File: config.mk
export PLATFORM = sky130hd
export DESIGN_NAME = core_ifetch_flat
export DESIGN_NICKNAME = d
export VERILOG_FILES = /design/src/rtl/core_ifetch_if.sv /design/src/rtl/core_ifetch.sv /design/src/flat_wrapper.sv
export SDC_FILE = /design/constraint.sdc
export NUM_CORES = 1
export LEC_CHECK = 0
export CORE_UTILIZATION = 45
export DETAILED_ROUTE_END_ITERATION = 8
export PLACE_DENSITY = 0.84
export SLEW_MARGIN = 20
export SYNTH_ARGS = -nofsm -noshare
export SYNTH_HDL_FRONTEND = slang
export SYNTH_SLANG_ARGS = --single-unit
File: constraint.sdc
create_clock -name CLK -period 5.65 [get_ports CLK]
set_input_delay 1.13 -clock CLK [delete_from_list [all_inputs] [get_ports CLK]]
set_output_delay 1.13 -clock CLK [all_outputs]
set_load 0.03 [all_outputs]
File: src/rtl/core_ifetch_if.sv
// Fetch-unit bundle: instruction memory read channel,
// decode-side handshake, and branch redirect inputs.
interface core_ifetch_if;
  logic        IMEM_ARVALID;
  logic        IMEM_ARREADY;
  logic [31:0] IMEM_ARADDR;
  logic        IMEM_RVALID;
  logic [31:0] IMEM_RDATA;
  logic        IF_VALID;
  logic        IF_READY;
  logic [31:0] IF_INSTRUCTION;
  logic [31:0] IF_PC;
  logic        C_REDIRECT;
  logic [31:0] REDIRECT_PC;
  logic        IF_EXC_MISALIGNED;

  modport master (
    output IMEM_ARVALID, IMEM_ARADDR,
    input  IMEM_ARREADY, IMEM_RVALID, IMEM_RDATA,
    output IF_VALID, IF_INSTRUCTION, IF_PC,
    input  IF_READY,
    input  C_REDIRECT, REDIRECT_PC,
    output IF_EXC_MISALIGNED
  );

  modport slave (
    input  IMEM_ARVALID, IMEM_ARADDR,
    output IMEM_ARREADY, IMEM_RVALID, IMEM_RDATA,
    input  IF_VALID, IF_INSTRUCTION, IF_PC,
    output IF_READY,
    output C_REDIRECT, REDIRECT_PC,
    input  IF_EXC_MISALIGNED
  );
endinterface

File: src/rtl/core_ifetch.sv
// Single-outstanding instruction fetch stage with redirect/drop handling.
// Define IFETCH_MISALIGN_CHECK_EN to trap misaligned redirect targets.
module core_ifetch #(
  parameter logic [31:0] RESET_VECTOR = 32'h0000_0000
) (
  input logic           CLK,
  input logic           RST,
  core_ifetch_if.master bus
);

  typedef enum logic [2:0] {
    S_IDLE,
    S_REQ,
    S_WAIT,
    S_HOLD,
    S_FAULT
  } state_t;

  state_t      r_state, w_state;
  logic [31:0] r_pc,  w_pc;
  logic [31:0] r_ins, w_ins;
  logic [31:0] r_ipc, w_ipc;
  logic        r_vld, w_vld;
  logic        r_drop, w_drop;
  logic        r_exc, w_exc;
  logic [31:0] w_tgt;
  logic        w_mis;

`ifdef IFETCH_MISALIGN_CHECK_EN
  assign w_mis = |bus.REDIRECT_PC[1:0];
  assign w_tgt = bus.REDIRECT_PC;
`else
  assign w_mis = 1'b0;
  assign w_tgt = bus.REDIRECT_PC & 32'hFFFF_FFFC;
`endif

  always_comb begin
    w_state = r_state;
    w_pc    = r_pc;
    w_ins   = r_ins;
    w_ipc   = r_ipc;
    w_vld   = r_vld;
    w_drop  = r_drop;
    w_exc   = r_exc;
    unique case (r_state)
      S_IDLE: w_state = S_REQ;
      S_REQ: begin
        if (bus.IMEM_ARREADY)
          w_state = S_WAIT;
      end
      S_WAIT: begin
        if (bus.IMEM_RVALID) begin
          if (r_drop) begin
            w_drop  = 1'b0;
            w_state = S_REQ;
          end else begin
            w_ins   = bus.IMEM_RDATA;
            w_ipc   = r_pc;
            w_vld   = 1'b1;
            w_pc    = r_pc + 32'd4;
            w_state = S_HOLD;
          end
        end
      end
      S_HOLD: begin
        if (bus.IF_READY) begin
          w_vld   = 1'b0;
          w_state = S_REQ;
        end
      end
      S_FAULT: ;
      default: w_state = S_IDLE;
    endcase
    // Redirect overrides whatever the per-state logic decided.
    if (bus.C_REDIRECT && r_state != S_FAULT) begin
      w_vld = 1'b0;
      w_ins = r_ins;
      w_ipc = r_ipc;
      w_pc  = r_pc;
      if (w_mis) begin
        w_exc   = 1'b1;
        w_ipc   = bus.REDIRECT_PC;
        w_state = S_FAULT;
      end else begin
        w_pc = w_tgt;
        unique case (r_state)
          S_REQ: begin
            if (bus.IMEM_ARREADY) begin
              w_drop  = 1'b1;
              w_state = S_WAIT;
            end else begin
              w_state = S_REQ;
            end
          end
          S_WAIT: begin
            if (bus.IMEM_RVALID) begin
              w_drop  = 1'b0;
              w_state = S_REQ;
            end else begin
              w_drop  = 1'b1;
              w_state = S_WAIT;
            end
          end
          default: w_state = S_REQ;
        endcase
      end
    end
  end

  always_ff @(posedge CLK) begin
    if (RST) begin
      r_state <= S_IDLE;
      r_pc    <= RESET_VECTOR;
      r_ins   <= 32'h0;
      r_ipc   <= 32'h0;
      r_vld   <= 1'b0;
      r_drop  <= 1'b0;
      r_exc   <= 1'b0;
    end else begin
      r_state <= w_state;
      r_pc    <= w_pc;
      r_ins   <= w_ins;
      r_ipc   <= w_ipc;
      r_vld   <= w_vld;
      r_drop  <= w_drop;
      r_exc   <= w_exc;
    end
  end

  assign bus.IMEM_ARVALID      = (r_state == S_REQ);
  assign bus.IMEM_ARADDR       = r_pc;
  assign bus.IF_VALID          = r_vld;
  assign bus.IF_INSTRUCTION    = r_ins;
  assign bus.IF_PC             = r_ipc;
  assign bus.IF_EXC_MISALIGNED = r_exc;

endmodule

File: src/flat_wrapper.sv
// flat-port wrapper written by rule: the top's interface ports become plain ports
module core_ifetch_flat 
#(
  parameter logic [31:0] RESET_VECTOR = 32'h0000_0000
)
  (CLK, RST, bus_IMEM_ARVALID, bus_IMEM_ARADDR, bus_IMEM_ARREADY, bus_IMEM_RVALID, bus_IMEM_RDATA, bus_IF_VALID, bus_IF_INSTRUCTION, bus_IF_PC, bus_IF_READY, bus_C_REDIRECT, bus_REDIRECT_PC, bus_IF_EXC_MISALIGNED);
  core_ifetch_if bus_i ();
  input logic CLK;
  input logic RST;
  output wire logic [$bits(bus_i.IMEM_ARVALID)-1:0] bus_IMEM_ARVALID;
  output wire logic [$bits(bus_i.IMEM_ARADDR)-1:0] bus_IMEM_ARADDR;
  input wire logic [$bits(bus_i.IMEM_ARREADY)-1:0] bus_IMEM_ARREADY;
  input wire logic [$bits(bus_i.IMEM_RVALID)-1:0] bus_IMEM_RVALID;
  input wire logic [$bits(bus_i.IMEM_RDATA)-1:0] bus_IMEM_RDATA;
  output wire logic [$bits(bus_i.IF_VALID)-1:0] bus_IF_VALID;
  output wire logic [$bits(bus_i.IF_INSTRUCTION)-1:0] bus_IF_INSTRUCTION;
  output wire logic [$bits(bus_i.IF_PC)-1:0] bus_IF_PC;
  input wire logic [$bits(bus_i.IF_READY)-1:0] bus_IF_READY;
  input wire logic [$bits(bus_i.C_REDIRECT)-1:0] bus_C_REDIRECT;
  input wire logic [$bits(bus_i.REDIRECT_PC)-1:0] bus_REDIRECT_PC;
  output wire logic [$bits(bus_i.IF_EXC_MISALIGNED)-1:0] bus_IF_EXC_MISALIGNED;
  assign bus_IMEM_ARVALID = bus_i.IMEM_ARVALID;
  assign bus_IMEM_ARADDR = bus_i.IMEM_ARADDR;
  assign bus_i.IMEM_ARREADY = bus_IMEM_ARREADY;
  assign bus_i.IMEM_RVALID = bus_IMEM_RVALID;
  assign bus_i.IMEM_RDATA = bus_IMEM_RDATA;
  assign bus_IF_VALID = bus_i.IF_VALID;
  assign bus_IF_INSTRUCTION = bus_i.IF_INSTRUCTION;
  assign bus_IF_PC = bus_i.IF_PC;
  assign bus_i.IF_READY = bus_IF_READY;
  assign bus_i.C_REDIRECT = bus_C_REDIRECT;
  assign bus_i.REDIRECT_PC = bus_REDIRECT_PC;
  assign bus_IF_EXC_MISALIGNED = bus_i.IF_EXC_MISALIGNED;
  core_ifetch #(.RESET_VECTOR(RESET_VECTOR)) u_core (.CLK(CLK), .RST(RST), .bus(bus_i));
endmodule
==> impl_metrics.yaml <==
placed_design:
  dpl.hpwl_mm: 8.46
  dp.cells: 794
  port_buffers: 161
  place_congestion: 0.843
clock_network:
  clock_latency_ns: 0.37
  clk_pin_slew_ns: 0.10
  cts_tree: "done"
  cts_setup_buffers: 0
  cts_root_buf: "clkbuf_8"
  clock-sinks: 96
  hold_buffers: 0
  cts_buffers: 9
  cts.htree.levels: 3
  cts_resized: 0
  clk_path_buf_depth: 2
critical_path:
  cp_slowest_cell: "clkdlybuf4s50_1"
  endpoint_kind: "flop"
  crit_fanout: 62
  crit_family: "buffers and inverters"
  critPathArrivalTime_ns: 3.56
  cp.required_ns: 5.87
  crit_type: "in2reg"
  cp_cell_sequence: "clkdlybuf4s50_1, inv_2, buf_4, nand2_4, nand2_1, a21oi_1"
  cp_num_buf_inv: 3
  cp-start-kind: "input pin"
  crit_path_max_incr_delay_ns: 0.93
timing:
  slew_viol_final: 0
  whs_ns: 0.457
  skew_ns: 0.0130
  grt_setup_unrepaired: "no"
  min_period_over_period: 0.591
  slew-limit-headroom: 0.327
  setup_viol: 0
  timing.fmax_ghz: 0.299
  tns_ns: 0
  worstMarginPinSlew_ns: 1.01
  fin_crit_ns: 3.34
  hold_violations: 0
floorplanning:
  fp-row-count: 35
  initial_core_util: 0.465
  die_x_um: 99.7
  dieHeight_um: 99.7
  coreArea_um2: 9240
  boundaryPins: 169
  dieArea_um2: 9950
power_and_ir_drop:
  comb_power_share: 0.179
  switching_power_uw: 448
  power.internal_mw: 1.11
  p_per_area_nw_per_um2: 252
  switching_share: 0.288
  ir_drop_v: 0.000176
  power_frac_seq: 0.477
  power.share.clock: 0.344
  power_leakage_nw: 2.08
  finalPower_mw: 1.56
cells_and_area:
  areaGrowthSynthToFinish_pct: 43.7
  layout_common_cells: "160 x clkdlybuf4s50_1, 142 x nand2_1, 96 x dfxtp_1"
  postLayoutCoreUtil: 0.669
  layout_commonest_cell: "clkdlybuf4s50_1"
  nets: 751
  drive_gt1_frac: 0.0455
  stdcell_count: 810
  antennaDiodeCount: 0
flow_run:
  maxCapViolCount: 0
routing:
  postRouteAntennaNets: 0
  viasPerCell: 5.38
  wl_per_cell_um: 15.0
  drt_iter0_drc: 173
  first_pass_iters: 5
  drc: 0
  finalWirelength_mm: 12.2
  via_count: 4355
global_routing:
  grt_max_degree: 63
  grt_pass1_vias: 4171
  overflow: 0
  antenna_found_initial: 0
  grt_use_total: 0.242
  grt_pass1_wl_mm: 19.6
outcome:
  status: "completed"
logic_synthesis:
  synth_area_um2: 4300
  synthCells: 539
  synth_cell_types: 57
  synth_seq_cells: 96
  avgSynthCellArea_um2: 7.98
  yosysWarningCount: 0
  async_reset_ff_frac: 0
  synth_ff_type: "dfxtp_1"
  ys_seq_area_frac: 0.447
  synth_edf_count: 0
worst_hold_path:
  min_path_type: "reg2reg"
==> routing by layer <==
metal	up-vias	track usage	part of all wire
li1	2163	-	-
met1	2041	0.303	0.43
met2	135	0.409	0.50
met3	16	0.0506	0.054
met4	0	0.0916	0.017
met5	-	0	0
==> synth_stat cells, drive strengths merged, types with 4 or more instances <==
cell | instances | area share
nor2 | 26 | 0.023
nor2b | 6 | 0.0087
nand3 | 12 | 0.014
nand2 | 143 | 0.12
clkbuf | 33 | 0.029
xor2 | 5 | 0.010
ha | 5 | 0.015
nand2b | 4 | 0.0058
dfxtp | 96 | 0.45
a311oi | 10 | 0.020
o31ai | 8 | 0.014
nor3 | 10 | 0.012
or4 | 9 | 0.017
and3 | 6 | 0.0087
a211oi | 12 | 0.021
nand4 | 12 | 0.022
buf | 9 | 0.013
nor4 | 5 | 0.0087
o21ai | 6 | 0.0070
inv | 7 | 0.0061
xnor2 | 6 | 0.012
and4 | 5 | 0.010
a21oi | 68 | 0.079
==> tightest hold or removal path: stages, from the launching register on <==
cell	delay [ns]
dfxtp_1	0.32
nand2_1	0.05
a21oi_1	0.05
==> layout make-up <==
type                    instances  area, µm²
multi-input cells             398       2200
repair buffers                164       1630
fillers                       747       3060
clock inverters                 5       86.3
inverters                       7       26.3
flip-flops and latches         96       1920
clock buffers                  11        151
well taps                     129        161
==> through the flow <==
stage                     setup WS [ns]  cell area [µm²]
after floorplan                    3.23             4310
after global placement             1.70             5930
after detailed placement           1.57             5930
after CTS                          1.96             6170
after global routing               2.09             6180
final                              2.31             6180
==> worst paths after layout <==
path                                                         from                                         end  slack [ns]  cells past startpoint
worst min-delay path            u_core.bus.IF_PC[27]$_SDFFE_PP0P_           u_core.bus.IF_PC[27]$_SDFFE_PP0P_        0.46                      2
worst min register to register  u_core.bus.IF_PC[27]$_SDFFE_PP0P_           u_core.bus.IF_PC[27]$_SDFFE_PP0P_        0.46                      2
worst max-delay path                               bus_C_REDIRECT  u_core.bus.IF_INSTRUCTION[10]$_SDFFE_PP0P_        2.31                      6
worst max register to register     u_core.r_state[0]$_SDFFE_PP0P_     u_core.bus.IMEM_ARADDR[22]$_SDFFE_PP0P_        2.99                      6
==> kinds of logic after synthesis <==
group / share of synthesized area
compound gates: 0.187
xor+xnor: 0.0224
flops: 0.447
fa+ha+maj: 0.0146
simple gates: 0.278
other cells: 0.000872
mux: 0.00233
buf+inv: 0.0480
==> power by group through the flow <==
stage | clock [mW] | combinational (mW) | sequential, mW
2_1_floorplan | 0 | 0.114 | 0.795
3_3_place_gp | 0 | 0.270 | 0.755
3_5_place_dp | 0 | 0.278 | 0.758
4_1_cts | 0.542 | 0.279 | 0.742
5_1_grt | 0.568 | 0.300 | 0.748
6_report | 0.535 | 0.279 | 0.743
==> registers in the layout (all words and copies together) (netlist names) <==
register / count
u_core.bus.IF_VALID: 1
u_core.bus.IF_PC: 30
u_core.r_drop: 1
u_core.bus.IMEM_ARADDR: 30
u_core.r_state: 2
u_core.bus.IF_INSTRUCTION: 32
No activity file was read; power rests on OpenSTA's default activity.
